File: src/rtl/dot_product_acc_if.sv
// Handshake bundle for dot_product_acc: input beat channel, result channel and busy.
// The DUT takes the slave view; the producer/consumer takes the master view.
interface dot_product_acc_if #(
    parameter int IN_SIZE_0  = 4,
    parameter int IN_SIZE_1  = 8,
    parameter int SIZE_ARRAY = 8,
    parameter int ACC_GUARD  = 8,
    parameter int LEN_WIDTH  = 8
) ();
    localparam int OUT_SIZE = IN_SIZE_0 + IN_SIZE_1 + ACC_GUARD;

    logic                                  signed_i;
    logic [LEN_WIDTH-1:0]                  len_i;
    logic                                  in_valid_i;
    logic                                  in_ready_o;
    logic [SIZE_ARRAY-1:0][IN_SIZE_0-1:0]  in_0_i;
    logic [SIZE_ARRAY-1:0][IN_SIZE_1-1:0]  in_1_i;
    logic                                  out_valid_o;
    logic                                  out_ready_i;
    logic [OUT_SIZE-1:0]                   out_o;
    logic                                  out_ovf_o;
    logic                                  busy_o;

    modport slave (
        input  signed_i, len_i, in_valid_i, in_0_i, in_1_i, out_ready_i,
        output in_ready_o, out_valid_o, out_o, out_ovf_o, busy_o
    );

    modport master (
        output signed_i, len_i, in_valid_i, in_0_i, in_1_i, out_ready_i,
        input  in_ready_o, out_valid_o, out_o, out_ovf_o, busy_o
    );
endinterface

File: src/rtl/dot_product_acc.sv
// Multi-beat dot-product accumulator: multiply stage, registered adder tree, accumulator,
// and a small job FSM that returns one resolved sum per job of len_i beats.
module dot_product_acc #(
    parameter int IN_SIZE_0  = 4,
    parameter int IN_SIZE_1  = 8,
    parameter int SIZE_ARRAY = 8,
    parameter int ACC_GUARD  = 8,
    parameter int LEN_WIDTH  = 8
) (
    input  logic             clk_i,
    input  logic             rst_ni,
    dot_product_acc_if.slave bus
);
    localparam int PROD_W   = IN_SIZE_0 + IN_SIZE_1;
    localparam int OUT_SIZE = PROD_W + ACC_GUARD;
    localparam logic [LEN_WIDTH-1:0] LEN_ONE = LEN_WIDTH'(1);

    typedef enum logic [1:0] {IDLE, ACCUM, DRAIN, OUT} state_e;

    state_e                           state_q, state_d;
    logic                             mode_q, mode_d;
    logic [LEN_WIDTH-1:0]             len_q, len_d, cnt_q, cnt_d;
    logic                             in_ready_q, in_ready_d;
    logic                             out_valid_q, out_valid_d;
    logic                             busy_q, busy_d;
    logic [SIZE_ARRAY-1:0][PROD_W-1:0] prod_q, prod_d;
    logic                             s1_valid_q, s1_valid_d, s1_last_q, s1_last_d;
    logic                             s2_valid_q, s2_valid_d, s2_last_q, s2_last_d;
    logic                             s3_last_q, s3_last_d;
    logic [OUT_SIZE-1:0]              tree_q, tree_d, acc_q, acc_d, out_q, out_d;
    logic                             ovf_q, ovf_d, out_ovf_q, out_ovf_d;

    logic                             accept;
    logic                             mode_cur;
    logic [LEN_WIDTH-1:0]             len_eff, cnt_inc;
    logic [OUT_SIZE:0]                sum_w;
    logic                             s_ovf;

    // Low PROD_W bits of the product are the same whether the operands are treated
    // as signed or unsigned once they are extended to PROD_W, so one multiplier serves both modes.
    function automatic logic [PROD_W-1:0] mul_ext(input logic [IN_SIZE_0-1:0] a,
                                                  input logic [IN_SIZE_1-1:0] b,
                                                  input logic             s);
        logic [PROD_W-1:0] ea, eb;
        ea = {{(PROD_W-IN_SIZE_0){s & a[IN_SIZE_0-1]}}, a};
        eb = {{(PROD_W-IN_SIZE_1){s & b[IN_SIZE_1-1]}}, b};
        return ea * eb;
    endfunction

    function automatic logic [OUT_SIZE-1:0] widen(input logic [PROD_W-1:0] p, input logic s);
        return {{ACC_GUARD{s & p[PROD_W-1]}}, p};
    endfunction

    assign accept   = bus.in_valid_i && in_ready_q;
    assign mode_cur = (state_q == IDLE) ? bus.signed_i : mode_q;
    assign len_eff  = (bus.len_i == '0) ? LEN_ONE : bus.len_i;
    assign cnt_inc  = cnt_q + LEN_ONE;
    assign sum_w    = {1'b0, acc_q} + {1'b0, tree_q};
    assign s_ovf    = (acc_q[OUT_SIZE-1] == tree_q[OUT_SIZE-1]) &&
                      (sum_w[OUT_SIZE-1] != acc_q[OUT_SIZE-1]);

    // NOTE: every always_comb output gets a default first, so no path leaves it unassigned
    // and no latch is inferred.
    always_comb begin
        prod_d     = prod_q;
        s1_valid_d = accept;
        s2_valid_d = s1_valid_q;
        s2_last_d  = s1_valid_q & s1_last_q;
        s3_last_d  = s2_valid_q & s2_last_q;
        tree_d     = tree_q;
        acc_d      = acc_q;
        ovf_d      = ovf_q;

        if (accept) begin
            for (int i = 0; i < SIZE_ARRAY; i++) begin
                prod_d[i] = mul_ext(bus.in_0_i[i], bus.in_1_i[i], mode_cur);
            end
        end

        if (s1_valid_q) begin
            tree_d = '0;
            for (int i = 0; i < SIZE_ARRAY; i++) begin
                tree_d = tree_d + widen(prod_q[i], mode_q);
            end
        end

        if (state_q == IDLE && accept) begin
            acc_d = '0;
            ovf_d = 1'b0;
        end else if (s2_valid_q) begin
            acc_d = sum_w[OUT_SIZE-1:0];
            ovf_d = ovf_q | (mode_q ? s_ovf : sum_w[OUT_SIZE]);
        end
    end

    always_comb begin
        state_d   = state_q;
        mode_d    = mode_q;
        len_d     = len_q;
        cnt_d     = cnt_q;
        s1_last_d = 1'b0;
        out_d     = out_q;
        out_ovf_d = out_ovf_q;

        case (state_q)
            IDLE: if (accept) begin
                mode_d    = bus.signed_i;
                len_d     = len_eff;
                cnt_d     = LEN_ONE;
                s1_last_d = (len_eff == LEN_ONE);
                state_d   = (len_eff == LEN_ONE) ? DRAIN : ACCUM;
            end
            ACCUM: if (accept) begin
                cnt_d = cnt_inc;
                if (cnt_inc == len_q) begin
                    s1_last_d = 1'b1;
                    state_d   = DRAIN;
                end
            end
            DRAIN: if (s3_last_q) begin
                out_d     = acc_q;
                out_ovf_d = ovf_q;
                state_d   = OUT;
            end
            OUT: if (bus.out_ready_i) state_d = IDLE;
            default: state_d = IDLE;
        endcase

        // Handshake outputs are registered, so derive them from the next state.
        in_ready_d  = (state_d == IDLE) || (state_d == ACCUM);
        out_valid_d = (state_d == OUT);
        busy_d      = (state_d != IDLE);
    end

    // NOTE: datapath registers are reset along with the valids so out_o and every stage
    // start from a known value; the valid bits alone already decide what counts.
    always_ff @(posedge clk_i or negedge rst_ni) begin
        if (!rst_ni) begin
            state_q     <= IDLE;
            mode_q      <= 1'b0;
            len_q       <= '0;
            cnt_q       <= '0;
            in_ready_q  <= 1'b1;
            out_valid_q <= 1'b0;
            busy_q      <= 1'b0;
            prod_q      <= '0;
            s1_valid_q  <= 1'b0;
            s1_last_q   <= 1'b0;
            s2_valid_q  <= 1'b0;
            s2_last_q   <= 1'b0;
            s3_last_q   <= 1'b0;
            tree_q      <= '0;
            acc_q       <= '0;
            ovf_q       <= 1'b0;
            out_q       <= '0;
            out_ovf_q   <= 1'b0;
        end else begin
            // NOTE: non-blocking assignments so every flop samples pre-edge values.
            state_q     <= state_d;
            mode_q      <= mode_d;
            len_q       <= len_d;
            cnt_q       <= cnt_d;
            in_ready_q  <= in_ready_d;
            out_valid_q <= out_valid_d;
            busy_q      <= busy_d;
            prod_q      <= prod_d;
            s1_valid_q  <= s1_valid_d;
            s1_last_q   <= s1_last_d;
            s2_valid_q  <= s2_valid_d;
            s2_last_q   <= s2_last_d;
            s3_last_q   <= s3_last_d;
            tree_q      <= tree_d;
            acc_q       <= acc_d;
            ovf_q       <= ovf_d;
            out_q       <= out_d;
            out_ovf_q   <= out_ovf_d;
        end
    end

    assign bus.in_ready_o  = in_ready_q;
    assign bus.out_valid_o = out_valid_q;
    assign bus.busy_o      = busy_q;
    assign bus.out_o       = out_q;
    assign bus.out_ovf_o   = out_ovf_q;
endmodule

File: src/flat_wrapper.sv
// flat-port wrapper written by rule: the top's interface ports become plain ports
module dot_product_acc_flat 
#(
    parameter int IN_SIZE_0  = 4,
    parameter int IN_SIZE_1  = 8,
    parameter int SIZE_ARRAY = 8,
    parameter int ACC_GUARD  = 8,
    parameter int LEN_WIDTH  = 8
)
  (clk_i, rst_ni, bus_signed_i, bus_len_i, bus_in_valid_i, bus_in_0_i, bus_in_1_i, bus_out_ready_i, bus_in_ready_o, bus_out_valid_o, bus_out_o, bus_out_ovf_o, bus_busy_o);
  dot_product_acc_if #(.IN_SIZE_0(IN_SIZE_0), .IN_SIZE_1(IN_SIZE_1), .SIZE_ARRAY(SIZE_ARRAY), .ACC_GUARD(ACC_GUARD), .LEN_WIDTH(LEN_WIDTH)) bus_i ();
  input  logic clk_i;
  input  logic rst_ni;
  input wire logic [$bits(bus_i.signed_i)-1:0] bus_signed_i;
  input wire logic [$bits(bus_i.len_i)-1:0] bus_len_i;
  input wire logic [$bits(bus_i.in_valid_i)-1:0] bus_in_valid_i;
  input wire logic [$bits(bus_i.in_0_i)-1:0] bus_in_0_i;
  input wire logic [$bits(bus_i.in_1_i)-1:0] bus_in_1_i;
  input wire logic [$bits(bus_i.out_ready_i)-1:0] bus_out_ready_i;
  output wire logic [$bits(bus_i.in_ready_o)-1:0] bus_in_ready_o;
  output wire logic [$bits(bus_i.out_valid_o)-1:0] bus_out_valid_o;
  output wire logic [$bits(bus_i.out_o)-1:0] bus_out_o;
  output wire logic [$bits(bus_i.out_ovf_o)-1:0] bus_out_ovf_o;
  output wire logic [$bits(bus_i.busy_o)-1:0] bus_busy_o;
  assign bus_i.signed_i = bus_signed_i;
  assign bus_i.len_i = bus_len_i;
  assign bus_i.in_valid_i = bus_in_valid_i;
  assign bus_i.in_0_i = bus_in_0_i;
  assign bus_i.in_1_i = bus_in_1_i;
  assign bus_i.out_ready_i = bus_out_ready_i;
  assign bus_in_ready_o = bus_i.in_ready_o;
  assign bus_out_valid_o = bus_i.out_valid_o;
  assign bus_out_o = bus_i.out_o;
  assign bus_out_ovf_o = bus_i.out_ovf_o;
  assign bus_busy_o = bus_i.busy_o;
  dot_product_acc #(.IN_SIZE_0(IN_SIZE_0), .IN_SIZE_1(IN_SIZE_1), .SIZE_ARRAY(SIZE_ARRAY), .ACC_GUARD(ACC_GUARD), .LEN_WIDTH(LEN_WIDTH)) u_core (.clk_i(clk_i), .rst_ni(rst_ni), .bus(bus_i));
endmodule
File: config.mk
export PLATFORM = sky130hd
export DESIGN_NAME = dot_product_acc_flat
export DESIGN_NICKNAME = d
export VERILOG_FILES = /design/src/rtl/dot_product_acc_if.sv /design/src/rtl/dot_product_acc.sv /design/src/flat_wrapper.sv
export SDC_FILE = /design/constraint.sdc
export NUM_CORES = 1
export LEC_CHECK = 0
export ABC_AREA = 1
export CAP_MARGIN = 20
export CELL_PAD_IN_SITES_DETAIL_PLACEMENT = 1
export CELL_PAD_IN_SITES_GLOBAL_PLACEMENT = 2
export CORE_MARGIN = 8
export CORE_UTILIZATION = 40
export DETAILED_ROUTE_END_ITERATION = 8
export HOLD_SLACK_MARGIN = 0.1
export PLACE_DENSITY = 0.95
export RECOVER_POWER = 50
export SLEW_MARGIN = 0
export SYNTH_ARGS = -nofsm -noshare
export SYNTH_HDL_FRONTEND = slang
export SYNTH_SLANG_ARGS = --single-unit
File: constraint.sdc
create_clock -name clk_i -period 7.3 [get_ports clk_i]
set_input_delay 1.095 -clock clk_i [delete_from_list [all_inputs] [get_ports clk_i]]
set_output_delay 1.095 -clock clk_i [all_outputs]
set_load 0.1 [all_outputs]
Yosys cells after proc, flatten, opt, wreduce, memory -nomap -nowiden:

Cells that the tools add are included.

* flip-flop bits (word level): 185
* bits of input ports: 109
* output and inout port bits: 24
* word-level logic and storage cells: 114

* $add $sub $neg: 9
* multiply operators: 8
* equal/unequal tests: 11
* muxes and demuxes: 21
* bitwise gates (word level): 27
* reduce and logical (&&, ||, !) cells: 13

Operator list (number)
* $add 20x20->20: 6
* $mul 5x9->12: 8
* $mux 20: 2
* $and 1x1->1: 26
* $mux 8: 3
* $add 20x20->21: 1
* $pmux 8 s2: 1
* $add 13x13->14: 1
* $mux 2: 6
* $add 8x1->8 const B: 1
* $eq 8x1->1 const B: 1
* $eq 8x8->1: 1
* $logic_not 8->1: 1
* $pmux 2 s4: 1
* $mux 1: 7
* $eq 2x2->1 const B: 3
* $reduce_bool 2->1: 3
* $eq 2x1->1 const B: 2
* $logic_not 2->1: 2
* $ne 2x1->1 const B: 2
* $reduce_and 2->1: 2
* $logic_and 1x1->1: 3
* $reduce_and 3->1: 1
* $pmux 1 s2: 1
* other kinds (4): 4

Longest topological paths before layout:

Gate-level depths: netlist (run 1).

* depth after elaboration: 8
* depth in mapped cells: 26
* depth with buffers taken out: 26

Least setup slack after synthesis (run 1):

No wires, ideal clock.

* path type: register to register
* from: register u_core.prod_q[0] (netlist name)
* to: register u_core.tree_q[17]
* setup time: 119 ps
* arrival time: 4820 ps
* required time: 7181 ps
* path slack: 2362 ps
* stages on the path, launching flop included: 24
* buffers on the path: 0
* path through: dfrtp_1 > ha_1 > inv_1 > fa_1 > o31ai_1 > xor2_1 > inv_1 > fa_1 > inv_1 > fa_1 > inv_1 > fa_1 > fa_1 > ha_1 > a21oi_1 > nand2_1 > a21boi_0 > o21ai_0 > nand3_1 > nand2_1 > nand2_1 > nand2_1 > nand2_1 > nand2_1

* cells in the longest elaborated chain, start to end: 7

RTL lines
* start, declared: line dot_product_acc.sv:26 `logic [SIZE_ARRAY-1:0][PROD_W-1:0] prod_q, prod_d;`
* start signal, assigned: line dot_product_acc.sv:166 `prod_q <= prod_d;`
* $add 13x13->14: line dot_product_acc.sv:83 `tree_d = tree_d + widen(prod_q[i], mode_q);`
* $add 20x20->20 (6 in series): line dot_product_acc.sv:83
* end signal, assigned: line dot_product_acc.sv:172 `tree_q <= tree_d;`
* end, declared: line dot_product_acc.sv:30 `logic [OUT_SIZE-1:0] tree_q, tree_d, acc_q, acc_d, out_q, out_d;`

No other way between the ends.
A chain may end at the register's enable or synchronous reset.

Worst setup path in the final report (run 1):

* from: input port bus_in_valid_i
* to: register u_core.busy_q, in the netlist u_core.bus.busy_o

* cells in the longest elaborated chain, start to end: 4
* elaborated cells between the ends (all ways): 5

RTL lines
* start, declared: line flat_wrapper.sv:16 `input wire logic [$bits(bus_i.in_valid_i)-1:0] bus_in_valid_i;`
* $logic_and 1x1->1 (*): line dot_product_acc.sv:54 `assign accept = bus.in_valid_i && in_ready_q;`
* $mux 2 (on tied branches): line dot_product_acc.sv:113, dot_product_acc.sv:106
* $pmux 2 s4 (*): line dot_product_acc.sv:105 `case (state_q)`
* net u_core.state_d[1]: line dot_product_acc.sv:20 `state_e state_q, state_d;`
* $reduce_bool 2->1 (*): line dot_product_acc.sv:132 `busy_d = (state_d != IDLE);`
* net u_core.busy_d: line dot_product_acc.sv:25 `logic busy_q, busy_d;`
* end signal, assigned: line dot_product_acc.sv:165 `busy_q <= busy_d;`
* end, declared: line dot_product_acc.sv:25

The timed path passes the listed nets; every way through them passes the cells marked *.

==> impl_summary.log, run 1 <==
[metrics] switching part of the total: 39.97%
[metrics] result of the run: finished, violations left
[metrics] ratio of routed vias to standard cells: 4.949
[metrics] Antenna Diode Count: 0
[metrics] Post-Route Skew: 0.01310 ns
[metrics] DRT Pass-1 Iters: 5
[metrics] unrepaired setup endpoints after global routing: no
[metrics] instance area at placement: 24,350 um2
[metrics] dominant combinational cell family by area after synthesis: adder cells
[metrics] Clk pin slew, worst setup/hold paths: 0.07 ns
[metrics] post-detailed-routing wire length: 59,660 um
[metrics] destination of the worst register-to-register timing path: u_core.tree_q[19]
[metrics] relative slew slack: -150.1%
[metrics] number of gates given a new drive strength after cts: 0
[metrics] critical path's slowest cell: clkinvlp_2
[metrics] mux cell area share after synthesis: 0%
[metrics] most instantiated library cell after synthesis: nand2_1
[metrics] gr ovfl total: 0
[metrics] root buf cell: clkbuf_16
[metrics] post-route DRC violation count: 0
[metrics] Num Clock Sinks: 185
[metrics] combinational cell fraction of total power: 47.1%
[metrics] Final Critical Period: 5.624 ns
[metrics] CTS tree: built
[metrics] core area: 55,090 um2
[metrics] kind of cell adding the most delay to the critical path: buffers and inverters
[metrics] Setup violations, final: 0
[metrics] worst setup margin: 1.676 ns
[metrics] worst setup timing slack at the placement stage: 1.602 ns
[metrics] Final Hold Viols: 0
[metrics] Critical Path Sink Type: register
[metrics] number of antenna-violating nets in the routed design: 0
[metrics] relative contribution of sequential cells to total power: 27.7%
[metrics] area fraction in and, or, nand and nor cells after synthesis: 20.61%
[metrics] via count of the first global-routing pass: 20,999
[metrics] Worst VDD drop: 0.1432 mV
[metrics] antenna violations before repair: 0
[metrics] pin count of the biggest net entering global routing: 117
[metrics] category of the critical setup timing path: in2reg
[metrics] utilization after layout: 45.21%
[metrics] worst min-delay path class: reg2reg
[metrics] number of violations reported at the end of detailed-routing iteration 0: 679
[metrics] reg-to-reg slack, setup: 1.71 ns
[metrics] net count after synthesis: 3,485
[metrics] failing checks: capacitance limit, slew limit
[metrics] leading post-synthesis cells by instance count: 771 x nand2_1, 645 x inv_1, 262 x fa_1
[metrics] maximum clock frequency: 177.8 MHz
[metrics] Inserted Clock Buffers: 17
[metrics] DP Cell Count: 3,718
[metrics] main area contributors after synthesis: fa_1 24%, dfrtp_1 21%, nand2_1 13%
[metrics] level count of the clock H-tree: 4
[metrics] global routing usage summed across all routing layers: 19.47%
[metrics] logic depth of the worst register-to-register path: 23
[metrics] pin slew with the least headroom to its limit: 3.752 ns
[metrics] fillers: 6,888
[metrics] number of setup buffers added after CTS: 0
[metrics] switching component of the power: 1.479 mW
[metrics] Slew Limit Fails: 127
[metrics] post-DP HPWL: 50,410 um
[metrics] Starting Density: 40.50%
[metrics] first-pass GRT wire length: 102,800 um
[metrics] setup total negative slack: 0 ns
[metrics] overall die width: 252.2 um
[metrics] number of buffers on the longest clock path: 2
[metrics] proportion of synthesized chip area in sequential cells: 20.75%
[metrics] cell type with the highest aggregate area in the netlist: fa_1
[metrics] NumNets Final: 3,573
[metrics] worst path buffer plus inverter count: 5
[metrics] critical-path maximum fanout: 65
[metrics] fraction of the cycle the final worst path needs: 77.04%
[metrics] Cell Area, Synth: 22,310 um2
[metrics] stage delay of the slowest cell on the critical path: 1.75 ns
[metrics] share of synthesized flip-flops with an asynchronous set or reset: 100.0%
[metrics] floorplan die height: 252.2 um
[metrics] final design area excluding fillers: 24,910 um2
[metrics] total number of placement rows: 86
[metrics] I/O Pins: 133
[metrics] Post-Synth Adder-Cell Area: 35.45%
[metrics] post-synthesis compound-gate area fraction: 8.401%
[metrics] WP data arrival: 5.95 ns
[metrics] WP data required: 7.63 ns
[metrics] static leakage: 13.85 nW
[metrics] Ys Warns: 0
[metrics] end point of the critical path: u_core.bus.busy_o
[metrics] Primary FF master, synth: dfrtp_1
[metrics] number of storage elements in the synthesis netlist: 185
[metrics] count of flip-flops with a built-in enable after synthesis: 0
[metrics] via count: 18,557
[metrics] origin of the worst min-delay path: u_core.s2_last_q
[metrics] CP Cell Sequence: dlygate4sd3_1 > nand2_1 > clkinvlp_2 > buf_12 > nand2_1 > inv_1 > nand4_1 > nand2_1 > inv_2 > nand4_1
[metrics] insertion delay to the later sink of the worst-skew pair: 0.46 ns
[metrics] worst flop-to-flop path startpoint: u_core.prod_q[0]
[metrics] most frequent CP cell: nand2_1
[metrics] startpoint kind of the worst setup timing path: input pin
[metrics] layout overhead on the synthesized area: 11.65%
[metrics] design internal power: 2.221 mW
[metrics] die area: 63,590 um2
[metrics] share of the synthesized area in the top cell type: 23.51%
[metrics] Synth cell types: 44
[metrics] start point of the critical path: bus_in_valid_i
[metrics] syn avg cell area: 7.691 um2
[metrics] buffers added on ports: 132
[metrics] post-detailed-route wirelength per cell: 15.91 um
[metrics] WP depth: 10
[metrics] final instance count without filler cells: 3,750
[metrics] number of instances in the synthesized netlist: 2,901
[metrics] share of layout cells above drive strength 1: 4.330%
[metrics] gpl congestion: 0.8942
[metrics] maximum capacitance violations: 4
[metrics] hold buffer count at cts: 0
[metrics] fraction of power consumed by the clock network: 25.2%
[metrics] total power per unit cell area: 148.5 nW/um2
[metrics] fraction of synthesized cell area in xor and xnor cells: 2.512%
[cells in the final DEF, fill, tap and decap left out, drive strengths merged, types with 6 or more instances in the layout]
master / count
dfrtp: 184
a31oi: 21
nand2: 773
nor2: 147
xor2: 27
clkdlybuf4s50: 128
a21oi: 117
nor3: 21
or2: 70
ha: 213
o21ai: 152
inv: 659
o21bai: 6
o22ai: 15
nand3: 80
xnor2: 37
nand4: 9
clkbuf: 21
nand3b: 13
o311ai: 9
fa: 262
o31ai: 8
[layer usage]
layer  global-route usage (%)  part of all wire [%]
met5                        0                     0
met4                    3.984                   1.4
met3                    1.871                   1.8
met2                    38.37                    55
met1                    22.48                    42
[logic make-up after synthesis]
logic type,Yosys count
adder cells (fa/ha/maj),475
flip-flops,185
AO/OA/AOI/OAI,339
XOR/XNOR,64
buffers and inverters,723
AND/OR/NAND/NOR,1115
[tightest hold or removal path, stage by stage, from the launching register on]
cell,delay [ns]
dfrtp_1,0.33
nand2_1,0.05
inv_1,0.04
[per-stage QoR]
stage	hold slack, ns	total power [mW]
4_1_cts	0.4391	3.769
3_3_place_gp	0.4192	2.735
6_report	0.4390	3.700
2_1_floorplan	0.4086	2.325
5_1_grt	0.4658	4.063
3_5_place_dp	0.4311	2.819
[power by group through the flow]
stage / logic (mW) / clock network (mW) / registers (mW)
after floorplan: 1.28 / 0 / 1.04
final: 1.74 / 0.932 / 1.02
after global placement: 1.69 / 0 / 1.04
after CTS: 1.79 / 0.958 / 1.02
after detailed placement: 1.77 / 0 / 1.04
after global routing: 2.05 / 0.992 / 1.02
[how the worst min path moves through the flow]
| stage | to | slack [ns] | cells after the start |
|---|---|---|---|
| 2_1_floorplan | u_core.s2_last_q | 0.41 | 2 |
| 3_3_place_gp | u_core.s3_last_q | 0.42 | 2 |
| 3_5_place_dp | u_core.s3_last_q | 0.43 | 2 |
| 4_1_cts | u_core.s3_last_q | 0.44 | 2 |
| 5_1_grt | u_core.s3_last_q | 0.47 | 2 |
| 6_report | u_core.s3_last_q | 0.44 | 2 |
[layout make-up]
cell class	instances	area [um2]	share of cell area, %
clock buffer	18	439.2	1.763
timing repair buffer	137	1368	5.490
inverter	655	2460	9.875
multi-input combinational	1993	14940	59.97
clock inverter	14	138.9	0.5575
tap	748	935.9	3.757
sequential	185	4631	18.59
[flip-flops by register name (all words and copies together) (netlist names), 2 cells and up]
signal	flops
u_core.prod_q	96
u_core.bus.out_o	20
u_core.acc_q	20
u_core.len_q	8
u_core.state_q	2
u_core.tree_q	20
u_core.cnt_q	8
Power figures use the tool's default switching activity.
==> run 2, diff against run 1 <==
--- a/config.mk
+++ b/config.mk
@@ -10,10 +10,10 @@
 export CELL_PAD_IN_SITES_DETAIL_PLACEMENT = 1
 export CELL_PAD_IN_SITES_GLOBAL_PLACEMENT = 2
 export CORE_MARGIN = 8
-export CORE_UTILIZATION = 40
+export CORE_UTILIZATION = 33
 export DETAILED_ROUTE_END_ITERATION = 8
 export HOLD_SLACK_MARGIN = 0.1
-export PLACE_DENSITY = 0.95
+export PLACE_DENSITY = 0.85
 export RECOVER_POWER = 50
 export SLEW_MARGIN = 0
 export SYNTH_ARGS = -nofsm -noshare
==> constraint.sdc (replaced) <==
create_clock -name clk_i -period 4.6 [get_ports clk_i]
set_input_delay 0.69 -clock clk_i [delete_from_list [all_inputs] [get_ports clk_i]]
set_output_delay 0.69 -clock clk_i [all_outputs]
set_load 0.1 [all_outputs]
==> impl_summary.log, run 2 (same netlist as run 1, synthesis figures left out) <==
[metrics] design internal power: 4.310 mW (+94%)
[metrics] Worst VDD drop: 0.2173 mV (+52%)
[metrics] utilization after layout: 42.08% (-3.1 points)
[metrics] combinational cell fraction of total power: 53.0% (+5.9 points)
[metrics] result of the run: finished, violations left
[metrics] die area: 76,190 um2 (+20%)
[metrics] via count: 19,496 (+5.1%)
[metrics] maximum clock frequency: 197.4 MHz
[metrics] worst setup margin: -0.4662 ns (-2.143 ns)
[metrics] via count of the first global-routing pass: 22,232 (+5.9%)
[metrics] Final Critical Period: 5.066 ns
[metrics] pin slew with the least headroom to its limit: 4.239 ns (+0.4873 ns)
[metrics] share of layout cells above drive strength 1: 17.59% (+13 points)
[metrics] Largest register FFs: 96 (unchanged)
[metrics] switching part of the total: 37.67% (-2.3 points)
[metrics] pin count of the biggest net entering global routing: 96 (-18%)
[metrics] Critical Path Sink Type: register
[metrics] root buf cell: clkbuf_16
[metrics] commonest cells after routing, fill and taps aside: 750 x nand2_1, 625 x inv_1, 265 x buf_4
[metrics] gpl congestion: 0.8696 (-2.8%)
[metrics] core area: 67,040 um2 (+22%)
[metrics] relative slew slack: -182.6% (-32 points)
[metrics] Final Power: 6.915 mW (+87%)
[metrics] global routing usage summed across all routing layers: 17.12% (-2.4 points)
[metrics] instance area at placement: 26,510 um2 (+8.8%)
[metrics] fraction of power consumed by the clock network: 23.4% (-1.8 points)
[metrics] static leakage: 15.43 nW (+11%)
[metrics] number of buffers on the longest clock path: 2 (unchanged)
[metrics] ratio of routed vias to standard cells: 4.700 (-5.0%)
[metrics] DRT Pass-1 Iters: 4 (-1)
[metrics] unrepaired setup endpoints after global routing: yes
[metrics] gr ovfl total: 0 (unchanged)
[metrics] CTS tree: built
[metrics] switching component of the power: 2.605 mW (+76%)
[metrics] post-DP HPWL: 55,010 um (+9.1%)
[metrics] Starting Density: 33.28% (-7.2 points)
[metrics] worst min-delay path class: reg2reg
[metrics] layout overhead on the synthesized area: 26.44%
[metrics] buffers added on ports: 132 (unchanged)
[metrics] total power per unit cell area: 245.1 nW/um2 (+65%)
[metrics] failing checks: capacitance limit, slew limit, setup timing
[metrics] Setup violations, final: 15 (+15)
[metrics] first-pass GRT wire length: 109,500 um (+6.5%)
[metrics] number of antenna-violating nets in the routed design: 0 (unchanged)
[metrics] Post-Route Skew: 0.008883 ns (-0.004219 ns)
[metrics] logic depth of the worst register-to-register path: 21 (-8.7%)
[metrics] insertion delay to the later sink of the worst-skew pair: 0.47 ns (about the same)
[metrics] reg-to-reg slack, setup: -0.47 ns (-2.18 ns)
[metrics] start point of the critical path: u_core.prod_q[0]
[metrics] post-route DRC violation count: 0 (unchanged)
[metrics] critical-path maximum fanout: 4 (-94%)
[metrics] antenna violations before repair: 0 (unchanged)
[metrics] WP data required: 4.94 ns (-2.69 ns)
[metrics] destination of the worst register-to-register timing path: u_core.tree_q[11]
[metrics] end point of the critical path: u_core.tree_q[11]
[metrics] Slew Limit Fails: 76 (-40%)
[metrics] cell depth of the worst hold path: 2 (unchanged)
[metrics] Antenna Diode Count: 0 (unchanged)
[metrics] fillers: 8,176 (+19%)
[metrics] category of the critical setup timing path: reg2reg
[metrics] final design area excluding fillers: 28,210 um2 (+13%)
[metrics] Reg with most FFs: u_core.prod_q
[metrics] floorplan die height: 276.0 um (+9.5%)
[metrics] startpoint kind of the worst setup timing path: register
[metrics] post-detailed-route wirelength per cell: 15.85 um (-0.38%)
[metrics] Inserted Clock Buffers: 17 (unchanged)
[metrics] maximum capacitance violations: 1 (-3)
[metrics] WP data arrival: 5.41 ns (-0.54 ns)
[metrics] fraction of the cycle the final worst path needs: 110.1%
[metrics] Num Clock Sinks: 185 (unchanged)
[metrics] relative contribution of sequential cells to total power: 23.5% (-4.2 points)
[metrics] Final Hold Viols: 0 (unchanged)
[metrics] post-detailed-routing wire length: 65,740 um (+10%)
[metrics] overall die width: 276.0 um (+9.5%)
[metrics] Clk pin slew, worst setup/hold paths: 0.07 ns (about the same)
[metrics] worst setup timing slack at the placement stage: -0.6455 ns (-2.247 ns)
[metrics] number of violations reported at the end of detailed-routing iteration 0: 679 (unchanged)
[metrics] NumNets Final: 3,846 (+7.6%)
[metrics] I/O Pins: 133 (unchanged)
[metrics] level count of the clock H-tree: 4 (unchanged)
[metrics] worst flop-to-flop path startpoint: u_core.prod_q[0]
[metrics] total number of placement rows: 95 (+10%)
[metrics] most frequent standard cell in the layout excluding fill and tap cells: nand2_1
## run 2: metal layers
layer / track usage (%) / up-vias / share of wire (%)
li1: - / 9525 / -
met1: 19.55 / 9716 / 42
met2: 33.58 / 174 / 55
met3: 2.022 / 81 / 1.5
met4: 3.783 / 0 / 2.0
met5: 0 / - / 0
## run 2: worst max-delay path, stage by stage (launching register included)
cell and delay, ns:
dfrtp_1 0.38, ha_2 0.21, inv_2 0.05, fa_2 0.40, o31ai_4 0.27, xor2_1 0.17
inv_1 0.07, fa_1 0.49, inv_2 0.05, fa_1 0.52, inv_2 0.05, fa_2 0.57
fa_2 0.47, ha_4 0.26, a21oi_4 0.14, nand2_2 0.10, a21boi_2 0.20, buf_4 0.16
nor3_4 0.04, nor3_2 0.16, nand3b_1 0.13, nand2_1 0.06
## run 2: per-stage QoR
step            TNS, ns  cells  hold WS (ns)
6_report         -5.522   4148        0.4349
5_1_grt          -30.00   4148        0.4537
4_1_cts          -5.012   4129        0.2514
3_5_place_dp     -27.94   4091        0.4207
3_3_place_gp     -21.67   4091        0.4181
2_1_floorplan  -0.03031   2901        0.3944
## run 2: power groups by stage
stage	registers [mW]	clock network, mW	logic [mW]
after detailed placement	1.66	0	3.43
after floorplan	1.66	0	2.03
after CTS	1.63	1.67	3.50
final	1.63	1.62	3.67
after global placement	1.66	0	3.28
after global routing	1.62	1.72	4.20
## run 2: worst min path at each step
stage,start,to,slack [ns]
after global placement,u_core.s2_last_q,u_core.s3_last_q,0.42
after floorplan,rst_ni,u_core.acc_q[0],0.39
final,u_core.s2_last_q,u_core.s3_last_q,0.43
after detailed placement,u_core.s2_last_q,u_core.s3_last_q,0.42
after global routing,u_core.s2_last_q,u_core.s3_last_q,0.45
after CTS,rst_ni,u_core.cnt_q[4],0.25
## run 2: cell type report
cell class / count / area [um2] / share of cell area, %
tap: 873 / 1092 / 3.872
clock buffer: 20 / 456.7 / 1.619
multi-input combinational: 1993 / 15880 / 56.30
sequential: 185 / 4632 / 16.42
timing repair buffer: 410 / 3495 / 12.39
clock inverter: 12 / 187.7 / 0.6653
inverter: 655 / 2465 / 8.738
## run 2: repair_timing
| item | in CTS | in global routing |
|---|---|---|
| hold buffers | 0 | 0 |
| setup buffers | 6 | 19 |
| cloned | 0 | 0 |
| resized for setup | 69 | 144 |
| endpoints found under the setup margin | 33 | 38 |
| pin swaps | 26 | 57 |
